<file path="src/rtl/cam_read.sv">
// Camera capture front end: assembles RGB565 byte pairs from the camera bus
// into RGB332 pixels and streams them into the frame buffer, one write per
// pixel, addressed in raster order from 0 at the start of each frame.
//
// state      | meaning
// -----------+------------------------------------------------------------
// IDLE       | capture disabled, waiting for init
// WAIT_FRAME | armed, waiting for the vsync falling edge that opens a frame
// CAPTURE    | frame in progress, pairing bytes into pixels until vsync rises
module cam_read #(
  parameter int AW           = 15,
  parameter int DW           = 8,
  parameter int CAM_SCREEN_X = 160,
  parameter int CAM_SCREEN_Y = 120
) (
  input  logic          clk,
  input  logic          rst,
  input  logic          init,
  input  logic          vsync,
  input  logic          href,
  input  logic [7:0]    px_data,
  output logic [AW-1:0] mem_px_addr,
  output logic [DW-1:0] mem_px_data,
  output logic          px_wr,
  output logic          frame_done,
  output logic          overflow
);

  localparam logic [AW-1:0] FRAME_PX = AW'(CAM_SCREEN_X * CAM_SCREEN_Y);

  typedef enum logic [1:0] {
    IDLE       = 2'd0,
    WAIT_FRAME = 2'd1,
    CAPTURE    = 2'd2
  } state_t;

  state_t          state_q, state_d;
  logic            vsync_q;
  logic            phase_q, phase_d;
  // Only the colour bits that survive the 565->332 reduction are kept
  // from the high byte: R[4:2] and G[5:3].
  logic [5:0]      hi_q, hi_d;
  logic [AW-1:0]   addr_d;
  logic [DW-1:0]   data_d;
  logic            wr_d;
  logic            done_d;
  logic            ovf_d;
  logic            vs_fall;
  logic            vs_rise;

  assign vs_fall = vsync_q & ~vsync;
  assign vs_rise = ~vsync_q & vsync;

  // Registers for FSM state, byte pairing and all outputs.
  always_ff @(posedge clk or negedge rst) begin
    if (!rst) begin
      state_q     <= IDLE;
      vsync_q     <= 1'b0;
      phase_q     <= 1'b0;
      hi_q        <= '0;
      mem_px_addr <= '0;
      mem_px_data <= '0;
      px_wr       <= 1'b0;
      frame_done  <= 1'b0;
      overflow    <= 1'b0;
    end else begin
      state_q     <= state_d;
      vsync_q     <= vsync;
      phase_q     <= phase_d;
      hi_q        <= hi_d;
      mem_px_addr <= addr_d;
      mem_px_data <= data_d;
      px_wr       <= wr_d;
      frame_done  <= done_d;
      overflow    <= ovf_d;
    end
  end

  // Next-state and next-output decode.
  always_comb begin
    state_d = state_q;
    phase_d = phase_q;
    hi_d    = hi_q;
    addr_d  = mem_px_addr;
    data_d  = mem_px_data;
    wr_d    = 1'b0;
    done_d  = 1'b0;
    ovf_d   = overflow;

    // The address trails each write by one cycle so that the write cycle
    // itself presents the pixel's own index.
    if (px_wr) begin
      addr_d = mem_px_addr + AW'(1);
    end

    unique case (state_q)
      IDLE: begin
        phase_d = 1'b0;
        if (init) begin
          state_d = WAIT_FRAME;
        end
      end

      WAIT_FRAME: begin
        phase_d = 1'b0;
        if (vs_fall) begin
          state_d = CAPTURE;
          addr_d  = '0;
          ovf_d   = 1'b0;
        end else if (!init) begin
          state_d = IDLE;
        end
      end

      CAPTURE: begin
        if (vs_rise) begin
          // Frame end wins over a pixel completing in the same cycle.
          done_d  = 1'b1;
          phase_d = 1'b0;
          state_d = init ? WAIT_FRAME : IDLE;
        end else if (href) begin
          if (!phase_q) begin
            hi_d    = {px_data[7:5], px_data[2:0]};
            phase_d = 1'b1;
          end else begin
            phase_d = 1'b0;
            if (mem_px_addr >= FRAME_PX) begin
              ovf_d = 1'b1;
            end else begin
              wr_d   = 1'b1;
              data_d = DW'({hi_q, px_data[4:3]});
            end
          end
        end else begin
          // A dangling high byte at end of line is dropped.
          phase_d = 1'b0;
        end
      end

      default: begin
        state_d = IDLE;
        phase_d = 1'b0;
      end
    endcase
  end

endmodule

</file>
<file path="config.mk">
export PLATFORM = sky130hd
export DESIGN_NAME = cam_read
export DESIGN_NICKNAME = d
export VERILOG_FILES = /design/src/rtl/cam_read.sv
export SDC_FILE = /design/constraint.sdc
export NUM_CORES = 1
export LEC_CHECK = 0
export ABC_CLOCK_PERIOD_IN_PS = 1650
export CELL_PAD_IN_SITES_DETAIL_PLACEMENT = 1
export CELL_PAD_IN_SITES_GLOBAL_PLACEMENT = 2
export CORE_MARGIN = 2
export CORE_UTILIZATION = 28
export CTS_CLUSTER_SIZE = 16
export DETAILED_ROUTE_END_ITERATION = 8
export PLACE_DENSITY = 0.79
export SLEW_MARGIN = 20
export SYNTH_ARGS = -nofsm -noshare
export SYNTH_HDL_FRONTEND = slang
export SYNTH_SLANG_ARGS = --single-unit
</file>
<file path="constraint.sdc">
create_clock -name clk -period 1.65 [get_ports clk]
set_clock_uncertainty 0.1 [all_clocks]
set_input_delay 0.495 -clock clk [delete_from_list [all_inputs] [get_ports clk]]
set_output_delay 0.495 -clock clk [all_outputs]
set_load 0.1 [all_outputs]
</file>
==> metrics.md <==
| Metric | Value |
|---|---|
| Status | `complete, but fails checks` |
| Failing checks | `setup timing` |
| IO Count | `39` |
| Post-synthesis adder-cell area fraction | `between 1.5 and 2%` |
| RSZ-0062 raised after global routing | `yes` |
| GR Util All Layers | `between 15 and 20%` |
| Nets | `about 220` |
| Largest cells by area after synthesis | `dfrtp_1, mux2_2, xnor2_1, nor2_1, nand4_4` |
| Via density | `roughly 4.7` |
| Die H | `between 70 and 80 um` |
| Critical Path RT | `around 1700 ps` |
| Pre-Repair DR Iteration Count | `2` |
| Hold buffers post-CTS | `0` |
| Fillers | `between 500 and 600` |
| Post-route setup TNS | `-781 ps` |
| CTS tree | `done` |
| Post-route ant nets | `0` |
| Sequential share of the synthesized area | `a little under three fifths` |
| Pleak | `between 1 and 1.5 nW` |
| Mux cell area share after synthesis | `a little over a tenth` |
| Final GP Congestion | `between 0.7 and 0.8` |
| Count of input and output buffers | `38` |
| Largest family of logic cells by synthesized area | `simple AND/OR/NAND/NOR gates` |
| Count of state elements after synthesis | `36` |
| Post-synth top cells | `dfrtp_1, mux2_2, nor2_1` |
| Initial antenna violation count | `0` |
| Yosys top cell by area | `dfrtp_1` |
| Largest net degree at the start of global routing | `37` |
| Worst-Margin Slew | `between 300 and 400 ps` |
| Post-route clock period utilization | `106%` |
| Area grow syn2layout | `75.1%` |
| Antenna cells | `0` |
| Top-count cell post-synth | `dfrtp_1` |
| Fraction of layout cells with a size suffix above 1 | `between 50% and 60%` |
| Clock sink total | `36` |
| Clk slew on worst S/H paths | `~70 ps` |
| Final setup fails | `17` |
| Inserted Clock Buffers | `5` |
| Global route overflow | `0` |
| Die Wd | `79.7 um` |
| Syn Std Cell Area | `between 1500 and 2000 um^2` |
| Distinct cells, synth | `32` |
| Synth Area in Compound Gates | `under 10%` |
| DR iter-0 viols | `29` |
| Kind of critical path | `reg -> reg` |
| Final setup margin | `-95.7 ps` |
| Worst-Skew Late Latency | `around 280 ps` |
| Final instance area | `approximately 2800 um^2` |
| Post-synth EDFFs | `0` |
| WL per Instance | `16.7 um` |
| DR vias | `1286` |
| Max-Cap Viols | `0` |
| Dpl cell area | `around 2600 um^2` |
| Syn Area/Cell | `~12 um^2` |
| Worst slew margin | `around 77%` |
| Simple-gate share of the synthesized area | `~18%` |
| DRC | `0` |
| Signal arrival time at the worst endpoint | `around 1800 ps` |
| VDD IR max | `approximately 0.39 mV` |
| XOR/XNOR Fraction of Synth Area | `5.46%` |
| Crit path time final | `around 1700 ps` |
| First-pass GRT wire length | `around 7500 um` |
| Htree depth | `2` |
| Synth async-reset ratio | `100%` |
| Clock root cell | `clkbuf_8` |
| Routed wire length | `roughly 4600 um` |
| Synth top area share | `56.1%` |
| Worst setup SP type | `register` |
| Site row count | `27` |
| Post-synth top flop | `dfrtp_1` |
| Cells after Synth | `approximately 140` |
| Syn nets | `150` |
| PwrDens | `a little under 800 nW/um^2` |
| Total die area | `approximately 6400 um^2` |
| HPWL after DPL | `3280 um` |
| Initial Utilization | `approximately 30%` |
| Min-delay worst type | `in -> async` |
| Final Hold Vio Count | `0` |
| Core ar. | `~5500 um^2` |
| Worst-path maximum fanout | `5` |
| Yosys Warn Count | `0` |
| Final Max Tran Viols | `0` |
| Clock Tree Buf Depth | `2` |
| Highest Clock Rate | `about 570 MHz` |
| Vias in the first global route | `about 1500` |
| Crit. End Element | `register` |
## power breakdown
part / total (W) / switching (W) / internal [W]
combinational: 0.000460 / 0.000233 / 0.000227
clock: 0.000679 / 0.000307 / 0.000372
sequential: 0.00104 / 0.0000697 / 0.000971
## worst max-delay path: stages (launching register included)
cell and delay [ps]:
dfrtp_4 470, a211o_1 320, o21ai_4 220, nand4_4 190
mux2_2 320
## cells in the final DEF, fill, tap and decap left out, types with 5 or more instances in the layout
| master | count |
|---|---|
| nand3_1 | 5 |
| nand4_1 | 5 |
| buf_6 | 5 |
| nor2_1 | 12 |
| xnor2_1 | 7 |
| nand2_1 | 6 |
| clkdlybuf4s50_1 | 10 |
| mux2_4 | 6 |
| dfrtp_1 | 20 |
| mux2_2 | 8 |
| inv_1 | 7 |
| clkbuf_8 | 7 |
| buf_12 | 29 |
| buf_4 | 16 |
| dfrtp_2 | 12 |
## what timing repair did
item                                   4_1_cts  5_1_grt
resized for setup                           13        6
endpoints found under the hold margin        0        0
setup endpoints to repair                   19       25
gates cloned                                 1        0
pin swaps                                    2        4
buffers inserted                             4        3
## per-stage QoR
step | hold WS (ps) | cells | util (%) | total power (W) | setup slack, ps
2_1_floorplan | 99.4 | 135 | - | 0.00126 | -170
3_3_place_gp | 359 | 259 | 46.8 | 0.00144 | -419
3_5_place_dp | 371 | 259 | 46.8 | 0.00147 | -491
4_1_cts | 67.2 | 270 | 50.1 | 0.00220 | -96.5
5_1_grt | 68.0 | 273 | 51.1 | 0.00228 | -133
6_report | 62.3 | 273 | 51.1 | 0.00218 | -95.7
## state kept, by name (all words and copies together) (netlist names), 2 cells and up
signal	flops
mem_px_addr	15
state_q	2
hi_q	6
mem_px_data	8
## final cells by class
cell class / count / area, um^2 / area share [%]
flip-flops and latches: 36 / 931 / 33.1
repair buffers: 62 / 871 / 31.0
multi-input cells: 89 / 797 / 28.3
clock buffers: 7 / 96.3 / 3.43
well taps: 72 / 90.1 / 3.20
inverters: 7 / 26.3 / 0.935
## kinds of logic (layout without fill, tap and decap cells)
family          count (synthesis)  after routing
simple gates                   48             49
flops                          36             36
mux                            15             15
compound gates                 13             13
buf+inv                        11             76
xor+xnor                       10             10
fa+ha+maj                       2              2
## final timing paths
kind	endpoint	slack (ps)	cells after the start	startpoint
hold reg to reg	frame_done$_DFF_PN0_	390	1	state_q[0]$_DFFE_PN0P_
setup / recovery	mem_px_data[4]$_DFFE_PN0P_	-100	4	mem_px_addr[10]$_DFF_PN0_
setup reg to reg	mem_px_data[4]$_DFFE_PN0P_	-100	4	mem_px_addr[10]$_DFF_PN0_
hold / removal	mem_px_addr[5]$_DFF_PN0_	60	2	rst
max in group asynchronous	mem_px_addr[10]$_DFF_PN0_	1170	2	rst
min in group clk	frame_done$_DFF_PN0_	390	1	state_q[0]$_DFFE_PN0P_
## routing by layer
| metal | vias up | track usage (%) | wire length (um) |
|---|---|---|---|
| met5 | - | 0 | 0 |
| met4 | 0 | 4.14 | 50 |
| met3 | 5 | 4.64 | 211 |
| met2 | 31 | 28.7 | 2520 |
| met1 | 648 | 17.9 | 1770 |
| li1 | 602 | - | - |
Note: power is estimated with default switching activity, not from simulation.
